**src/rtl/reaction_display_ctrl.sv**
```systemverilog
// Latches a millisecond count, converts it to BCD with serial shift-add-3, then writes
// HEX3..HEX0 through one shared 7-segment decoder. Optional build macro: LEADING_ZERO_BLANK_EN.

module hex_to_7seg (
    input  logic [3:0] hex,
    output logic [6:0] seg
);
    // Active-low segments, bit order {g,f,e,d,c,b,a}
    always_comb begin
        case (hex)
            4'h0:    seg = 7'b1000000;
            4'h1:    seg = 7'b1111001;
            4'h2:    seg = 7'b0100100;
            4'h3:    seg = 7'b0110000;
            4'h4:    seg = 7'b0011001;
            4'h5:    seg = 7'b0010010;
            4'h6:    seg = 7'b0000010;
            4'h7:    seg = 7'b1111000;
            4'h8:    seg = 7'b0000000;
            4'h9:    seg = 7'b0011000;
            4'hA:    seg = 7'b0001000;
            4'hB:    seg = 7'b0000011;
            4'hC:    seg = 7'b1000110;
            4'hD:    seg = 7'b0100001;
            4'hE:    seg = 7'b0000110;
            default: seg = 7'b0001110;
        endcase
    end
endmodule

module reaction_display_ctrl #(
    parameter int                 VALUE_W    = 14,
    parameter logic [VALUE_W-1:0] SAT_VALUE  = 14'd9999,
    parameter logic [6:0]         BLANK_CODE = 7'b1111111
) (
    input  logic               CLOCK_50,
    input  logic               RESET,
    input  logic [VALUE_W-1:0] value,
    input  logic               load,
    input  logic               clear,
    output logic               busy,
    output logic               done,
    output logic               ovf,
    output logic [6:0]         HEX0,
    output logic [6:0]         HEX1,
    output logic [6:0]         HEX2,
    output logic [6:0]         HEX3
);
    typedef enum logic [1:0] {IDLE, CONV, WRITE} state_t;

    state_t             state, state_n;
    logic [VALUE_W-1:0] bin, bin_n;
    logic [15:0]        bcd, bcd_n, bcd_adj;
    logic [3:0]         cnt, cnt_n;
    logic [1:0]         idx, idx_n;
    logic [6:0]         hex   [4];
    logic [6:0]         hex_n [4];
    logic               done_n, ovf_n;
    logic [3:0]         nibble;
    logic [6:0]         seg, digit_code;

    assign nibble = bcd[{idx, 2'b00} +: 4];

    hex_to_7seg u_dec (
        .hex (nibble),
        .seg (seg)
    );

`ifdef LEADING_ZERO_BLANK_EN
    // A digit is dark when it and every more significant digit are zero; HEX0 always lit.
    assign digit_code = ((idx != 2'd0) && ((bcd >> {idx, 2'b00}) == 16'd0)) ? BLANK_CODE : seg;
`else
    assign digit_code = seg;
`endif

    always_comb begin
        for (int i = 0; i < 4; i++) begin
            bcd_adj[i*4 +: 4] = (bcd[i*4 +: 4] >= 4'd5) ? bcd[i*4 +: 4] + 4'd3 : bcd[i*4 +: 4];
        end
    end

    assign busy = (state != IDLE);
    assign HEX0 = hex[0];
    assign HEX1 = hex[1];
    assign HEX2 = hex[2];
    assign HEX3 = hex[3];

    // NOTE: every signal gets its hold value first so no path through this block infers a latch.
    always_comb begin
        state_n = state;
        bin_n   = bin;
        bcd_n   = bcd;
        cnt_n   = cnt;
        idx_n   = idx;
        hex_n   = hex;
        done_n  = 1'b0;
        ovf_n   = ovf;

        case (state)
            IDLE: begin
                if (load) begin
                    bin_n   = (value > SAT_VALUE) ? SAT_VALUE : value;
                    ovf_n   = (value > SAT_VALUE);
                    bcd_n   = '0;
                    cnt_n   = '0;
                    state_n = CONV;
                end
            end
            CONV: begin
                {bcd_n, bin_n} = {bcd_adj, bin} << 1;
                cnt_n          = cnt + 4'd1;
                if (cnt == 4'(VALUE_W - 1)) begin
                    idx_n   = 2'd3;
                    state_n = WRITE;
                end
            end
            WRITE: begin
                hex_n[idx] = digit_code;
                if (idx == 2'd0) begin
                    done_n  = 1'b1;
                    state_n = IDLE;
                end else begin
                    idx_n = idx - 2'd1;
                end
            end
            default: state_n = IDLE;
        endcase

        // Clear is last so it overrides a simultaneous load or an in-flight final write.
        if (clear) begin
            state_n = IDLE;
            done_n  = 1'b0;
            ovf_n   = 1'b0;
            for (int i = 0; i < 4; i++) hex_n[i] = BLANK_CODE;
        end
    end

    // NOTE: state registers use non-blocking assignments so all of them update from the same pre-edge values.
    always_ff @(posedge CLOCK_50 or posedge RESET) begin
        if (RESET) begin
            state <= IDLE;
            bin   <= '0;
            bcd   <= '0;
            cnt   <= '0;
            idx   <= '0;
            done  <= 1'b0;
            ovf   <= 1'b0;
            for (int i = 0; i < 4; i++) hex[i] <= BLANK_CODE;
        end else begin
            state <= state_n;
            bin   <= bin_n;
            bcd   <= bcd_n;
            cnt   <= cnt_n;
            idx   <= idx_n;
            done  <= done_n;
            ovf   <= ovf_n;
            hex   <= hex_n;
        end
    end
endmodule

```
**config.mk**
```make
export PLATFORM = sky130hd
export DESIGN_NAME = reaction_display_ctrl
export DESIGN_NICKNAME = d
export VERILOG_FILES = /design/src/rtl/reaction_display_ctrl.sv
export SDC_FILE = /design/constraint.sdc
export NUM_CORES = 1
export LEC_CHECK = 0
export ABC_AREA = 1
export CAP_MARGIN = 10
export CORE_AREA = 5 5 98 100
export CTS_BUF_LIST = sky130_fd_sc_hd__clkbuf_4 sky130_fd_sc_hd__clkbuf_8
export DETAILED_ROUTE_END_ITERATION = 10
export DIE_AREA = 0 0 103 105
export PLACE_DENSITY = 0.7
export SLEW_MARGIN = 10
export SYNTH_ARGS = -nofsm -noshare
export SYNTH_HDL_FRONTEND = slang
export SYNTH_HIERARCHICAL = 1
export SYNTH_SLANG_ARGS = --single-unit
```
**constraint.sdc**
```tcl
create_clock -name CLOCK_50 -period 3.2 [get_ports CLOCK_50]
set_input_delay 0.32 -clock CLOCK_50 [delete_from_list [all_inputs] [get_ports CLOCK_50]]
set_output_delay 0.32 -clock CLOCK_50 [all_outputs]
set_load 0.005 [all_outputs]
```
==> qor.txt, run 1 <==
Worst-Margin Slew = 0.8216 ns
Mapped Area = 0.003735 mm²
synthesized area per cell = 7.879 µm²
Synth Area in Adders = 6.700%
Warnings, synthesis = 6
PortBufs = 48
Power Density = 816.7 mW/mm²
final hold vios = 0
fin area = 0.004473 mm²
vias = 3118
drt first-iter violations = 161
worst-path maximum fanout = 16
DRC violations left = 0
Area Overhead vs Synth = 19.77%
GP Congestion = 0.8527
mux share of post-synthesis cell area = 0%
compound-cell area share of the yosys netlist = 13.97%
first-pass GRT wire length = 13730 µm
n_diodes = 0
initial antenna violation count = 0
min-delay worst type = reg2reg
Synth Area in XOR/XNOR = 0.2345%
Fmax = 389.9 MHz
Bufs and invs on worst path = 3
CTS tree = built
Die W = 103 µm
CP peak stage delay = 0.47 ns
critical path type = reg2reg
most frequent cell on the critical path = nand2_1
GR Overflow Total = 0
htree depth = 3
vias in the first global route = 3054
Final min period = 2.565 ns
Finish-stage setup viols = 0
share of post-route cells with drive strength above 1 = 12.19%
post-cts gate resize count = 0
CP Capture Type = flip-flop
DRT antenna net count = 0
area leader, netlist = dfrtp_1
fin. max-slew vios = 0
vias per cell = 4.926
row count = 34
RSZ-0062 raised after global routing = no
IO Count = 49
CP delay by family, top = compound AO/OA/AOI/OAI gates
Fillers = 844
HPWL after detailed placement = 5870 µm
initial core utilization = 43.46%
Leakage = 2.092 nW
Yosys top cell area share = 26.80%
Root Buffer = clkbuf_8
Setup crit start kind = flip-flop
final core utilization = 52.05%
first drt pass iteration count = 4
CTS Sinks = 68
clk slew on worst S/H paths = 0.08 ns
DIE AREA = 0.01082 mm²
clk_skew = 0.01137 ns
Synth Area in Simple Gates = 24.42%
crit-path cells = inv_1 -> o21ai_0 -> a21oi_1 -> a21oi_1 -> inv_1 -> ha_1 -> inv_1 -> nand2_1 -> nand2_1 -> nand2_1 -> nand2_1 -> nor2_1 -> a21oi_1
dpl cell area = 0.004269 mm²
core box area = 0.008593 mm²
Nets = 558
period utilization = 80.16%
CTS Buf Count = 9
register area share after synthesis = 46.50%
drt total wl = 8074 µm
main combinational cell family by area after synthesis = simple AND/OR/NAND/NOR gates
ranking of synthesized cells by area = dfrtp_1 27%, dfstp_2 20%, nand2_1 12%, a21oi_1 7.1%, ha_1 6.7%
distinct cell type count after synthesis = 32
outcome = completed
post-CTS setup buffer count = 0
# Max-Cap Violations = 0
slowest stage cell, crit path = dfrtp_1
synthesized flop and latch total = 68
Arrival @ worst endpoint = 2.82 ns
setup TNS = 0 ns
hold-fix buffers at CTS = 0
Synthesized Nets = 512
Tot GR Track Use = 15.53%
Worst slew margin = 45.23%
VDD IR max = 0.2601 mV
die height = 105 µm
pin count of the biggest net entering global routing = 69
post-DR wirelength/cell = 12.76 µm
Worst-Skew Late Latency = 0.34 ns
Max Root-Sink Buffers = 2
WP data required = 3.45 ns
synthesized instance count = 474
## cells in the final DEF (no fill, tap or decap), types with 3 or more instances in the layout
cell,netlist,routed
o21ai_0,27,27
o22ai_1,7,7
a22oi_1,4,4
buf_4,4,4
dfrtp_1,40,40
clkbuf_8,0,9
inv_4,2,4
dfstp_2,28,28
nand3_1,29,29
nand2_1,118,118
nor2_1,65,65
inv_1,44,43
ha_1,20,20
nand2_2,3,3
a21oi_1,53,53
inv_6,1,4
clkdlybuf4s50_1,0,48
## registers in the layout, summed over array words and instances (netlist names), 2 cells and up
signal	flops
bcd	16
bin	14
HEX0	7
HEX1	7
HEX2	7
HEX3	7
cnt	4
idx	2
state	2
## report_power, final
part           total [mW]  internal, mW  switching (mW)
sequential           1.43          1.22           0.209
clock               0.747         0.375           0.373
combinational        1.48         0.643           0.832
## tightest hold or removal path, cell delays in order (launching register included)
cell	delay (ns)
dfrtp_1	0.35
nand2_1	0.05
nand2_1	0.06
## kinds of logic (layout without fill, tap and decap cells)
group / after synthesis / after routing
xor+xnor: 1 / 1
simple gates: 222 / 222
fa+ha+maj: 20 / 20
compound gates: 97 / 97
flops: 68 / 68
buf+inv: 66 / 117
## worst paths after layout
check	start	endpoint	slack, ns	cells past startpoint
max	idx[0]	HEX3[3]	0.63	13
min	bcd[5]	bcd[5]	0.49	2
max reg2reg	idx[0]	HEX3[3]	0.63	13
min reg2reg	bcd[5]	bcd[5]	0.49	2
max in group asynchronous	RESET	bcd[9]	2.14	3
min in group asynchronous	RESET	bin[3]	0.53	3
## final cells by class
| class | count | area, µm² | area share, % |
|---|---|---|---|
| Timing Repair Buffer | 52 | 510.5 | 11.41 |
| Clock buffer | 9 | 123.9 | 2.769 |
| Sequential cell | 68 | 1737 | 38.83 |
| Clock inverter | 7 | 80.08 | 1.790 |
| Inverter | 49 | 193.9 | 4.336 |
| Tap cell | 108 | 135.1 | 3.021 |
| Multi-Input combinational cell | 340 | 1693 | 37.85 |
## synth_stat cells, drive strengths merged
cell type,instances
a21oi,54
nand2,122
nand3,30
nor3,1
clkbuf,1
dfstp,28
inv,48
clkinv,1
o21ai,29
o221ai,1
dfrtp,40
xor2,1
a22oi,5
o21bai,1
nor2,69
buf,16
o22ai,7
ha,20
## metal layers
layer	share of wire [%]	vias to the layer above	track usage, %
li1	-	1615	-
met1	47	1415	20.56
met2	48	82	25.66
met3	5.1	6	3.198
met4	0.64	0	4.163
met5	0	-	0
## per-stage QoR
step | cells | hold slack (ns) | total power [mW] | setup slack, ns
final | 633 | 0.4856 | 3.653 | 0.6349
after detailed placement | 617 | 0.4697 | 2.929 | 0.6599
after CTS | 633 | 0.4912 | 3.692 | 0.6319
after global placement | 617 | 0.4625 | 2.870 | 0.8382
after floorplan | 474 | 0.4491 | 2.387 | 1.065
after global routing | 633 | 0.5189 | 3.964 | 0.3592
(Power assumes the default switching activity.)
==> inputs of run 2 (changes only) <==
==> constraint.sdc (replaced) <==
create_clock -name CLOCK_50 -period 2.51 [get_ports CLOCK_50]
set_input_delay 0.251 -clock CLOCK_50 [delete_from_list [all_inputs] [get_ports CLOCK_50]]
set_output_delay 0.251 -clock CLOCK_50 [all_outputs]
set_load 0.005 [all_outputs]
==> run 2 against run 1 <==
Cell count rose by 0.79%. Critical path type unchanged. Sequential share of layout area fell by 0.72 points. Highest routed layer unchanged. Utilization rose by 1.0 points. Via count rose by 3.7%. Non-clock buffer count rose by 5. Clock skew fell by 0.0025 ns. Die area did not move. Total power rose by 32%. Combinational power rose by 30%. Global-route usage rose by 0.24 points.
==> qor.txt, run 2 (synthesis results as in run 1) <==
outcome = completed (unchanged)
Final WS setup = 0.2424 ns (was 0.6349 ns)
clk slew on worst S/H paths = 0.08 ns (about the same)
hold-fix buffers at CTS = 0 (unchanged)
first-pass GRT wire length = 14030 µm (was 13730 µm)
sequential share of power = 38.1% (was 39.2%)
HPWL after detailed placement = 6014 µm (was 5870 µm)
clk_skew = 0.008887 ns (was 0.01137 ns)
dpl cell area = 0.004289 mm² (was 0.004269 mm²)
clock network power share = 21.9% (was 20.5%)
# Max-Cap Violations = 0 (unchanged)
max reg flops = 16 (unchanged)
CTS Sinks = 68 (unchanged)
worst-path maximum fanout = 7 (was 16)
RSZ-0062 raised after global routing = no (unchanged)
Root Buffer = clkbuf_8 (unchanged)
Finish-stage setup viols = 0 (unchanged)
critical path type = reg2reg (unchanged)
WP data required = 2.75 ns (was 3.45 ns)
CP Capture Type = flip-flop (unchanged)
drt first-iter violations = 160 (was 161)
net load switching power = 1.805 mW (was 1.414 mW)
initial core utilization = 43.46% (unchanged)
hold slack = 0.3268 ns (was 0.4856 ns)
Worst-Skew Late Latency = 0.34 ns (about the same)
post-DR wirelength/cell = 13.19 µm (was 12.76 µm)
VDD IR max = 0.3559 mV (was 0.2601 mV)
initial antenna violation count = 0 (unchanged)
htree depth = 3 (unchanged)
die height = 105 µm (unchanged)
GP Congestion = 0.8227 (was 0.8527)
Arrival @ worst endpoint = 2.51 ns (was 2.82 ns)
Reg with most FFs = bcd (unchanged)
Nets = 563 (was 558)
IO Count = 49 (unchanged)
Worst-Margin Slew = 0.6109 ns (was 0.8216 ns)
Die W = 103 µm (unchanged)
Area Overhead vs Synth = 22.11% (was 19.77%)
Tot GR Track Use = 15.77% (was 15.53%)
pin count of the biggest net entering global routing = 40 (was 69)
final hold vios = 0 (unchanged)
Power Density = 1056 mW/mm² (was 816.7 mW/mm²)
row count = 34 (unchanged)
core box area = 0.008593 mm² (unchanged)
DRT antenna net count = 0 (unchanged)
Setup crit start kind = flip-flop (unchanged)
Fillers = 798 (was 844)
drt total wl = 8414 µm (was 8074 µm)
Net Sw Frac = 37.49% (was 38.72%)
fin. max-slew vios = 0 (unchanged)
share of post-route cells with drive strength above 1 = 13.58% (was 12.19%)
Comb pwr share = 40.0% (was 40.4%)
CP peak stage delay = 0.45 ns (was 0.47 ns)
period utilization = 90.34% (was 80.16%)
DIE AREA = 0.01082 mm² (unchanged)
Leakage = 2.129 nW (was 2.092 nW)
vias = 3232 (was 3118)
first drt pass iteration count = 4 (unchanged)
vias in the first global route = 3186 (was 3054)
GR Overflow Total = 0 (unchanged)
Worst slew margin = 59.21% (was 45.23%)
Regs by FF count = bcd: 16 flops, bin: 14 flops (unchanged)
n_diodes = 0 (unchanged)
worst-case reg-to-reg path depth = 14 (was 13)
commonest non-fill, non-tap cell in the layout = nand2_1 (unchanged)
slowest stage cell, crit path = dfrtp_2 (was dfrtp_1)
crit-path cells = clkinvlp_4 -> buf_4 -> o21ai_0 -> a21oi_1 -> a21oi_1 -> inv_1 -> ha_1 -> inv_1 -> nand2_1 -> nand2_1 -> nand2_1 -> nand2_1 -> nor2_1 -> a21oi_1 (was inv_1 -> o21ai_0 -> a21oi_1 -> a21oi_1 -> inv_1 -> ha_1 -> inv_1 -> nand2_1 -> nand2_1 -> nand2_1 -> nand2_1 -> nor2_1 -> a21oi_1)
PortBufs = 48 (unchanged)
min-delay worst type = in2async (was reg2reg)
DRC violations left = 0 (unchanged)
setup TNS = 0 ns (unchanged)
most frequent cells in the layout = 118 x nand2_1, 65 x nor2_1, 53 x a21oi_1 (unchanged)
Max Root-Sink Buffers = 2 (unchanged)
FF+latch area = 0.001738 mm² (was 0.001737 mm²)
Fmax = 441.0 MHz (was 389.9 MHz)
fin area = 0.004561 mm² (was 0.004473 mm²)
final core utilization = 53.07% (was 52.05%)
most frequent cell on the critical path = nand2_1 (unchanged)
footprint of the multi-input gates = 0.001693 mm² (unchanged)
CTS Buf Count = 9 (unchanged)
Final min period = 2.268 ns (was 2.565 ns)
vias per cell = 5.066 (was 4.926)
Internal Power = 3.009 mW (was 2.239 mW)
dpl ws = 0.2115 ns (was 0.6599 ns)
CTS tree = built (unchanged)
## run 2: path summary, 6_finish.rpt
| kind | from | end | slack [ns] |
|---|---|---|---|
| max reg2reg | idx[0] | HEX1[3] | 0.24 |
| min | RESET | done | 0.33 |
| max | idx[0] | HEX1[3] | 0.24 |
| min reg2reg | bin[2] | bin[2] | 0.49 |
| max in group asynchronous | RESET | idx[0] | 1.57 |
| min in group CLOCK_50 | bin[2] | bin[2] | 0.49 |
## run 2: cell type report
| cell class | instances | share of cell area (%) |
|---|---|---|
| Sequential cell | 68 | 38.11 |
| Multi-Input combinational cell | 340 | 37.12 |
| Timing Repair Buffer | 57 | 12.29 |
| Inverter | 49 | 4.417 |
| Clock buffer | 11 | 3.320 |
| Tap cell | 108 | 2.963 |
| Clock inverter | 5 | 1.783 |
## run 2: power groups by stage
stage / logic (mW) / clock network, mW / registers (mW)
floorplan: 1.25 / 0 / 1.79
global placement: 1.83 / 0 / 1.83
detailed placement: 1.90 / 0 / 1.85
CTS: 1.91 / 1.07 / 1.83
global route: 2.18 / 1.12 / 1.89
finish: 1.93 / 1.05 / 1.83
## run 2: metrics by stage
stage | power [mW] | instances
finish | 4.814 | 638
global route | 5.189 | 638
CTS | 4.814 | 634
detailed placement | 3.747 | 618
global placement | 3.665 | 618
floorplan | 3.043 | 474
## run 2: layer usage
metal  global-route usage, %  routed length, µm  share of wire [%]  up-vias
met2                   26.49               4226                 50       93
met1                   20.22               3676                 44     1502
met4                   3.608                 54               0.64        0
met5                       0                  0                  0        -
met3                   4.131                457                5.4        7
li1                        -                  -                  -     1630
## run 2: worst max-delay path: cells and delay by family, from the launching register on
kind            cells  cell delay (ns)
compound gates      4             0.49
fa+ha+maj           1             0.33
buf+inv             4             0.50
simple gates        5             0.40
flops               1             0.45
## run 2: repair_timing
item / 4_1_cts / 5_1_grt
gates resized for setup: 0 / 3
endpoints found under the setup margin: 0 / 8
setup buffers: 0 / 4
endpoints found under the hold margin: 0 / 0
==> inputs of run 3 (changes only) <==
--- a/config.mk
+++ b/config.mk
@@ -12,6 +12,7 @@
 export DETAILED_ROUTE_END_ITERATION = 10
 export DIE_AREA = 0 0 103 105
 export PLACE_DENSITY = 0.7
+export REMOVE_ABC_BUFFERS = 1
 export SLEW_MARGIN = 10
 export SYNTH_ARGS = -nofsm -noshare
 export SYNTH_HDL_FRONTEND = slang
==> constraint.sdc (replaced) <==
create_clock -name CLOCK_50 -period 2.84 [get_ports CLOCK_50]
set_input_delay 0.284 -clock CLOCK_50 [delete_from_list [all_inputs] [get_ports CLOCK_50]]
set_output_delay 0.284 -clock CLOCK_50 [all_outputs]
set_load 0.005 [all_outputs]
==> run 3 against run 2 <==
Global-route usage rose by 0.064 points. Non-clock buffer count fell by 5. Clock-buffer cell count did not move. Critical path depth fell by 1. Highest routed layer unchanged. Clock skew fell by 0.00052 ns. Largest power group unchanged. Combinational power fell by 14%. Register-to-register slack improved by 0.07 ns. Sequential power fell by 11%. Utilization fell by 1.2 points.
==> qor.txt, run 3 (synthesis results as in run 1) <==
outcome = completed (unchanged)
Leakage = 2.083 nW (was 2.129 nW)
Setup crit end = HEX2[3] (was HEX1[3])
DRC violations left = 0 (unchanged)
FF-to-FF Start = idx[0] (unchanged)
IO Count = 49 (unchanged)
n_diodes = 0 (unchanged)
worst r2r dst = HEX2[3] (was HEX1[3])
share of post-route cells with drive strength above 1 = 12.19% (was 13.58%)
worst-case reg-to-reg path depth = 13 (was 14)
worst reg2reg setup slack = 0.31 ns (was 0.24 ns)
Worst slew margin = 58.89% (was 59.21%)
Worst-Skew Late Latency = 0.34 ns (about the same)
worst-path maximum fanout = 16 (was 7)
Finish-stage setup viols = 0 (unchanged)
Max Root-Sink Buffers = 2 (unchanged)
Fmax = 395.2 MHz (was 441.0 MHz)
Worst-Margin Slew = 0.6157 ns (was 0.6109 ns)
post-cts gate resize count = 0 (unchanged)
Area Overhead vs Synth = 19.43% (was 22.11%)
Die W = 103 µm (unchanged)
vias in the first global route = 3043 (was 3186)
crit-path cells = inv_1 -> o21ai_0 -> a21oi_1 -> a21oi_1 -> inv_1 -> ha_1 -> inv_1 -> nand2_1 -> nand2_1 -> nand2_1 -> nand2_1 -> nor2_1 -> a21oi_1 (was clkinvlp_4 -> buf_4 -> o21ai_0 -> a21oi_1 -> a21oi_1 -> inv_1 -> ha_1 -> inv_1 -> nand2_1 -> nand2_1 -> nand2_1 -> nand2_1 -> nor2_1 -> a21oi_1)
Power Density = 900.6 mW/mm² (was 1056 mW/mm²)
Fillers = 833 (was 798)
most frequent cells in the layout = 118 x nand2_1, 65 x nor2_1, 53 x a21oi_1 (unchanged)
Bufs and invs on worst path = 3 (was 4)
min-delay worst type = in2async (unchanged)
post-CTS setup buffer count = 0 (unchanged)
drt total wl = 8289 µm (was 8414 µm)
CTS Sinks = 68 (unchanged)
drt first-iter violations = 151 (was 160)
crit path from = idx[0] (unchanged)
Final min period = 2.530 ns (was 2.268 ns)
clk slew on worst S/H paths = 0.08 ns (about the same)
VDD IR max = 0.4309 mV (was 0.3559 mV)
Reg with most FFs = bcd (unchanged)
pin count of the biggest net entering global routing = 40 (unchanged)
CTS Buf Count = 9 (unchanged)
slowest stage cell, crit path = dfrtp_1 (was dfrtp_2)
clk_skew = 0.008366 ns (was 0.008887 ns)
Crit path depth = 13 (was 14)
final hold vios = 0 (unchanged)
footprint of the multi-input gates = 0.001693 mm² (unchanged)
Regs by FF count = bcd: 16 flops, bin: 14 flops (unchanged)
PortBufs = 48 (unchanged)
FF+latch area = 0.001737 mm² (was 0.001738 mm²)
fin. max-slew vios = 0 (unchanged)
Nets = 558 (was 563)
HPWL after detailed placement = 6192 µm (was 6014 µm)
vias per cell = 5.044 (was 5.066)
die height = 105 µm (unchanged)
core box area = 0.008593 mm² (unchanged)
htree depth = 3 (unchanged)
initial antenna violation count = 0 (unchanged)
Root Buffer = clkbuf_8 (unchanged)
row count = 34 (unchanged)
CP Capture Type = flip-flop (unchanged)
post-DR wirelength/cell = 13.09 µm (was 13.19 µm)
most frequent cell on the critical path = nand2_1 (unchanged)
CP peak stage delay = 0.44 ns (was 0.45 ns)
vias = 3193 (was 3232)
initial core utilization = 43.46% (unchanged)
GR Overflow Total = 0 (unchanged)
period utilization = 89.09% (was 90.34%)
GP Congestion = 0.8425 (was 0.8227)
# Max-Cap Violations = 0 (unchanged)
max reg flops = 16 (unchanged)
critical path type = reg2reg (unchanged)
Setup crit start kind = flip-flop (unchanged)
Arrival @ worst endpoint = 2.78 ns (was 2.51 ns)
commonest non-fill, non-tap cell in the layout = nand2_1 (unchanged)
first drt pass iteration count = 4 (unchanged)
RSZ-0062 raised after global routing = no (unchanged)
hold slack = 0.3452 ns (was 0.3268 ns)
setup TNS = 0 ns (unchanged)
CTS tree = built (unchanged)
first-pass GRT wire length = 13990 µm (was 14030 µm)
DRT antenna net count = 0 (unchanged)
Tot Pwr = 4.017 mW (was 4.814 mW)
Tot GR Track Use = 15.84% (was 15.77%)
CP delay by family, top = compound AO/OA/AOI/OAI gates (was buffers and inverters)
hold-fix buffers at CTS = 0 (unchanged)
WP data required = 3.09 ns (was 2.75 ns)
DIE AREA = 0.01082 mm² (unchanged)
[run 3: cell types whose count changed in the layout (fill, tap and decap cells not counted), sizes merged]
cell / delta
inv: +2
bufinv: -2
buf: -5
clkinv: +1
clkinvlp: -1
[run 3: per-stage QoR]
step | std cells | utilization [%] | worst slack, ns | instance area [µm²]
floorplan | 457 | - | 0.6384 | 3623
global placement | 617 | 49.83 | 0.4868 | 4282
detailed placement | 617 | 49.83 | 0.3059 | 4282
CTS | 633 | 51.91 | 0.3138 | 4461
global route | 633 | 51.91 | 0.01092 | 4461
finish | 633 | 51.91 | 0.3099 | 4461
[run 3: report_power, final]
group | internal [mW] | switching, mW
Combinational | 0.725 | 0.938
Sequential | 1.38 | 0.244
Clock | 0.353 | 0.379
Total | 2.46 | 1.56
[run 3: worst register-to-register path, stage by stage, from the launching register on]
cell and delay, ns:
dfrtp_1 0.44, inv_1 0.23, o21ai_0 0.23, a21oi_1 0.06, a21oi_1 0.42, inv_1 0.18
ha_1 0.37, inv_1 0.05, nand2_1 0.05, nand2_1 0.05, nand2_1 0.05, nand2_1 0.06
nor2_1 0.17, a21oi_1 0.10
[run 3: final cells by class]
cell class | instances | area share [%]
Clock buffer | 11 | 3.254
Clock inverter | 5 | 0.7574
Inverter | 49 | 4.348
Multi-Input combinational cell | 340 | 37.95
Sequential cell | 68 | 38.93
Tap cell | 108 | 3.029
Timing Repair Buffer | 52 | 11.73
[run 3: how the worst min path moves through the flow]
stage,start,endpoint,cells after the start
floorplan,clear,state[1],1
global placement,bcd[5],bcd[5],2
detailed placement,bin[1],bin[1],2
CTS,RESET,done,2
global route,RESET,done,2
finish,RESET,done,2
[run 3: per-layer routing]
layer | vias to the layer above | GRT usage [%] | routed length [µm]
li1 | 1622 | - | -
met1 | 1486 | 21.05 | 3774
met2 | 77 | 26.35 | 3982
met3 | 8 | 3.797 | 465
met4 | 0 | 2.960 | 66
met5 | - | 0 | 0
